File: src/rtl/memory_pkg.sv
// Shared definitions for the RAM responder: FSM state encoding and latency defaults.
package memory_pkg;

  // One-hot controller states.
  typedef enum logic [3:0] {
    IDLE    = 4'b0001,
    RD_WAIT = 4'b0010,
    RD_DONE = 4'b0100,
    WR_DONE = 4'b1000
  } state_e;

  // Default number of cycles a read spends in RD_WAIT.
  localparam int unsigned DEFAULT_READ_LATENCY = 3;

  // Width of the latency counter; holds readLatency-1 for readLatency up to 15.
  localparam int unsigned CNT_W = 4;

endpackage

File: src/rtl/ram_array.sv
// Storage array: one synchronous write port, one combinational read port, no reset.
module ram_array #(
  parameter int ramWidth = 8,
  parameter int addrSize = 8
) (
  input  logic                clk,
  input  logic                we,
  input  logic [addrSize-1:0] waddr,
  input  logic [ramWidth-1:0] wdata,
  input  logic [addrSize-1:0] raddr,
  output logic [ramWidth-1:0] rdata
);

  logic [ramWidth-1:0] mem_q [0:(1 << addrSize) - 1];

  // Write port: store wdata at waddr on a strobed edge; contents survive reset.
  always_ff @(posedge clk) begin
    if (we) begin
      mem_q[waddr] <= wdata;
    end
  end

  assign rdata = mem_q[raddr];

endmodule

File: src/rtl/ram_responder.sv
// RAM responder: request FSM with programmable read latency in front of ram_array.
module ram_responder
  import memory_pkg::*;
#(
  parameter int ramWidth    = 8,
  parameter int addrSize    = 8,
  parameter int readLatency = DEFAULT_READ_LATENCY
) (
  input  logic                clk,
  input  logic                rst,
  input  logic                RAMreadEnable,
  input  logic                RAMwriteEnable,
  input  logic [addrSize-1:0] addr,
  input  logic [ramWidth-1:0] dataIn,
  output logic [ramWidth-1:0] dataOut,
  output logic                dataReady,
  output logic                busy
);

  // Counter load value; RD_WAIT runs until the counter reaches zero.
  localparam logic [CNT_W-1:0] CNT_LOAD = CNT_W'(readLatency - 1);

  state_e              state_q, state_d;
  logic [CNT_W-1:0]    cnt_q, cnt_d;
  logic [addrSize-1:0] locked_addr_q, locked_addr_d;
  logic [ramWidth-1:0] data_out_q, data_out_d;
  logic                data_ready_q, data_ready_d;
  logic                busy_q, busy_d;
  logic                mem_we_s;
  logic                wr_en_s;
  logic [ramWidth-1:0] mem_rdata_s;

  // A write coinciding with reset is dropped.
  assign wr_en_s = mem_we_s & ~rst;

  ram_array #(
    .ramWidth (ramWidth),
    .addrSize (addrSize)
  ) u_ram_array (
    .clk   (clk),
    .we    (wr_en_s),
    .waddr (addr),
    .wdata (dataIn),
    .raddr (locked_addr_q),
    .rdata (mem_rdata_s)
  );

  // Next-state logic: write has priority in IDLE, reads are timed by the latency counter.
  always_comb begin
    state_d       = state_q;
    cnt_d         = cnt_q;
    locked_addr_d = locked_addr_q;
    data_out_d    = data_out_q;
    data_ready_d  = 1'b0;
    mem_we_s      = 1'b0;
    case (state_q)
      IDLE: begin
        if (RAMwriteEnable) begin
          mem_we_s = 1'b1;
          state_d  = WR_DONE;
        end else if (RAMreadEnable) begin
          locked_addr_d = addr;
          cnt_d         = CNT_LOAD;
          state_d       = RD_WAIT;
        end else begin
          state_d = IDLE;
        end
      end
      RD_WAIT: begin
        if (cnt_q == {CNT_W{1'b0}}) begin
          data_out_d   = mem_rdata_s;
          data_ready_d = 1'b1;
          state_d      = RD_DONE;
        end else begin
          cnt_d = cnt_q - {{(CNT_W-1){1'b0}}, 1'b1};
        end
      end
      RD_DONE: state_d = IDLE;
      WR_DONE: state_d = IDLE;
      default: state_d = IDLE;
    endcase
    busy_d = (state_d != IDLE);
  end

  // State and output registers with synchronous reset; memory is not touched here.
  always_ff @(posedge clk) begin
    if (rst) begin
      state_q       <= IDLE;
      cnt_q         <= {CNT_W{1'b0}};
      locked_addr_q <= {addrSize{1'b0}};
      data_out_q    <= {ramWidth{1'b0}};
      data_ready_q  <= 1'b0;
      busy_q        <= 1'b0;
    end else begin
      state_q       <= state_d;
      cnt_q         <= cnt_d;
      locked_addr_q <= locked_addr_d;
      data_out_q    <= data_out_d;
      data_ready_q  <= data_ready_d;
      busy_q        <= busy_d;
    end
  end

  assign dataOut   = data_out_q;
  assign dataReady = data_ready_q;
  assign busy      = busy_q;

endmodule
File: config.mk
export PLATFORM = sky130hd
export DESIGN_NAME = ram_responder
export DESIGN_NICKNAME = d
export VERILOG_FILES = /design/src/rtl/memory_pkg.sv /design/src/rtl/ram_array.sv /design/src/rtl/ram_responder.sv
export SDC_FILE = /design/constraint.sdc
export NUM_CORES = 2
export LEC_CHECK = 0
export CAP_MARGIN = 5
export CORE_AREA = 2 2 406 408
export CTS_CLUSTER_DIAMETER = 50
export CTS_CLUSTER_SIZE = 24
export DETAILED_ROUTE_END_ITERATION = 12
export DIE_AREA = 0 0 408 410
export GPL_TIMING_DRIVEN = 0
export PLACE_DENSITY = 0.67
export SLEW_MARGIN = 0
export SYNTH_ARGS = -nofsm -noshare
export SYNTH_HDL_FRONTEND = slang
export SYNTH_SLANG_ARGS = --single-unit
File: constraint.sdc
create_clock -name clk -period 2.8 [get_ports clk]
set_clock_uncertainty 0.15 [all_clocks]
set_input_delay 0.42 -clock clk [delete_from_list [all_inputs] [get_ports clk]]
set_output_delay 0.42 -clock clk [all_outputs]
set_load 0.005 [all_outputs]
==> impl_metrics.json <==
{
  "maxSlewHeadroom_pct": 26.47,
  "gp_congestion": 1.030,
  "holdWs_ns": 0.02698,
  "fin_crit_sh_pct": 125.2,
  "p_leak_nw": 29.39,
  "drv_slew": 0,
  "met3_usage_pct": 14.59,
  "num_vias": 46992,
  "setup_viol": 145,
  "r2r_start": "locked_addr_q[2]",
  "routed_via_density": 6.949,
  "core_area_sq_um": 163500,
  "path_class": "reg2reg",
  "yosys-top-cells-area": "edfxtp_1 76%, mux4_2 11%, mux2i_1 3.2%",
  "die_h_um": 410,
  "firstDrtPassIters": 6,
  "grt_use_met2_pct": 49.01,
  "hold_class": "in2reg",
  "first_global_vias": 43624,
  "synth.distinct_cells": 70,
  "ys.flop_type": "edfxtp_1",
  "initialDrtViolationCount": 9535,
  "status": "complete, but fails checks",
  "critical_path.most_common_cell": "buf_6",
  "grtUsageMet1_pct": 44.67,
  "timing.fmax_mhz": 285.2,
  "globalRoute.busiestLayer": "met2",
  "cp_num_cells": 9,
  "die_area_sq_um": 167300,
  "post-dp-hpwl_um": 187700,
  "cpPeakStageDelay_ns": 0.55,
  "fill_cells": 11503,
  "pwr_density_cell_nw_per_um2": 661.8,
  "cts_tree": "done",
  "cp_data_required_time_ns": 3.41,
  "worst_slack_ns": -0.7062,
  "cts_sinks": 2074,
  "netlist_instances": 3987,
  "tns_ns": -7.881,
  "grt_first_pass_wirelength_um": 384400,
  "rr_endpoint": "dataOut[7]",
  "grt_max_degree": 161,
  "critPathLaunch": "locked_addr_q[2]",
  "ir_drop_mv": 0.5197,
  "syn_area_sq_um": 80980,
  "synth.avg_cell_area_sq_um": 20.31,
  "synth_seq_area_share_pct": 76.59,
  "die_x_um": 408,
  "core.rowCount": 149,
  "cts_buffer_depth": 3,
  "regArea_sq_um": 62020,
  "wl_per_cell_um": 43.41,
  "worst_r2r_path_depth": 9,
  "crit_family": "buffers and inverters",
  "rsz0062_at_grt": "true",
  "crit_end": "dataOut[7]",
  "async_flop_share_pct": 0,
  "worstPathCellList": "buf_6 -> buf_6 -> clkbuf_8 -> buf_4 -> clkbuf_4 -> o21ai_1 -> o2111ai_1 -> nor2_1 -> a211o_1",
  "io_pins": 30,
  "end_kind": "flip-flop",
  "violations": "negative setup slack",
  "overflow": 0,
  "start_kind": "flip-flop",
  "drc": 0,
  "track_usage_pct": 34.69,
  "h-tree-depth": 4,
  "critPathArrivalTime_ns": 4.11,
  "ys_ff_latch": 2074,
  "drive_gt1_share_pct": 34.00,
  "ys.warnings.count": 0,
  "multi_input_area_sq_um": 19720,
  "antenna_found_initial": 17,
  "cts.clk_slew.worst_paths_ns": 0.09,
  "numCtsBuffers": 161,
  "yosys.area.top_type_share_pct": 75.95,
  "maxCapViolations": 0,
  "fin_nets": 4449,
  "cp_max_fo": 13,
  "min_period_ns": 3.506,
  "r2r_setup_slack_ns": -0.71,
  "root_buffer": "clkbuf_16",
  "cp_num_buf_inv": 5,
  "drtAntennaViolNets": 0,
  "syn_nets": 4008,
  "power_mw": 64.21,
  "yosysTopAreaCell": "edfxtp_1",
  "start_util_pct": 49.53,
  "worstMarginPinSlew_ns": 1.103,
  "io_buffers": 28,
  "area_growth_pct": 19.82,
  "insertion_delay_ns": 0.85,
  "totalWireLength_um": 293600,
  "cpMaxStageDelayCell": "clkbuf_4",
  "hold_viol_final": 0,
  "synth_edf_count": 2048
}
==> report_power, final <==
| part | switching (mW) | internal [mW] | leakage [nW] |
|---|---|---|---|
| sequential | 0.0238 | 34.1 | 18.6 |
| combinational | 2.98 | 1.50 | 7.92 |
| clock | 12.7 | 12.9 | 2.86 |
==> cell usage after synthesis (all sizes together), types with 4 or more instances <==
library cell  count
a2111oi          15
a211o             5
a211oi           23
a21oi            45
a221oi            6
a22o             10
a22oi            32
a311oi            4
a31oi             7
and2             15
buf             139
clkbuf           97
dfxtp            26
edfxtp         2048
inv               8
mux2              4
mux2i           260
mux4            408
nand2           120
nand2b            9
nand3            36
nand4             7
nor2            321
nor2b            16
nor3             56
nor3b             6
nor4             26
o2111ai           5
o211ai            8
o21ai            29
o21bai            5
o221ai           44
o22ai            94
o31ai             4
or3               7
==> logic make-up after synthesis <==
logic type      Yosys count  synth area share (%)
buf+inv                 245                 2.018
compound gates          356                 3.124
mux                     672                 14.75
flops                  2074                 76.59
fa+ha+maj                 1               0.01545
xor+xnor                  3               0.03245
simple gates            636                 3.467
==> cell type report <==
cell class	instances	share of cell area, %
Sequential cell	2074	63.93
Inverter	9	0.04385
Clock buffer	171	4.213
Multi-Input combinational cell	1668	20.32
Timing Repair Buffer	284	3.200
Tap cell	2189	2.823
Clock inverter	132	1.873
Antenna cell	5	0.01290
Buffer	230	3.589
==> stage by stage <==
stage / worst slack [ns] / area [sq um] / cells / utilization [%]
after floorplan: 0.1856 / 80980 / 3987 / -
after global routing: -0.5288 / 97010 / 6757 / 59.33
final: -0.7062 / 97020 / 6762 / 59.34
after global placement: -6.763 / 83990 / 6204 / 51.37
after CTS: -0.4690 / 95250 / 6685 / 58.26
after detailed placement: -3.414 / 84560 / 6229 / 51.72
==> routing by layer <==
layer,routed length [um],up-vias
li1,-,17462
met1,98360,24325
met2,124600,4310
met3,48160,879
met4,22200,16
met5,264,-
==> placed cells by master (no fill, tap or decap), types with 37 or more instances in the layout <==
| cell | instances |
|---|---|
| edfxtp_1 | 2048 |
| mux4_2 | 384 |
| mux2i_1 | 251 |
| buf_4 | 191 |
| clkbuf_16 | 166 |
| nor2_4 | 132 |
| nor2_1 | 101 |
| nand2_1 | 100 |
| nor2_2 | 88 |
| o22ai_1 | 86 |
| buf_12 | 75 |
| buf_16 | 69 |
| nor3_1 | 43 |
| a21oi_1 | 40 |
| buf_8 | 37 |
==> state kept, by name, indices dropped and copies added, names as in the netlist <==
| name | count |
|---|---|
| busy | 1 |
| dataOut | 8 |
| cnt_q | 4 |
| state_q | 4 |
| u_ram_array.mem_q | 2048 |
| dataReady | 1 |
| locked_addr_q | 8 |
==> what timing repair did <==
item                                   in CTS  in global routing
gates cloned                                1                  2
endpoints found under the hold margin     463                  1
buffers inserted                          147                 70
hold buffers                               10                  1
pin swaps                                  60                 39
setup endpoints to repair                2060               2056
gates resized for setup                   881                269
==> worst min-delay path by stage <==
stage / slack [ns] / depth (start not counted) / endpoint / startpoint
3_3_place_gp: 0.35 / 2 / locked_addr_q[7] / locked_addr_q[7]
2_1_floorplan: 0.30 / 2 / dataOut[4] / dataOut[4]
5_1_grt: 0.03 / 2 / u_ram_array.mem_q[93][5] / dataIn[5]
4_1_cts: 0.04 / 2 / u_ram_array.mem_q[55][5] / dataIn[5]
3_5_place_dp: 0.35 / 2 / locked_addr_q[7] / locked_addr_q[7]
6_report: 0.03 / 2 / u_ram_array.mem_q[93][5] / dataIn[5]
Note: power is estimated with default switching activity, not from simulation.
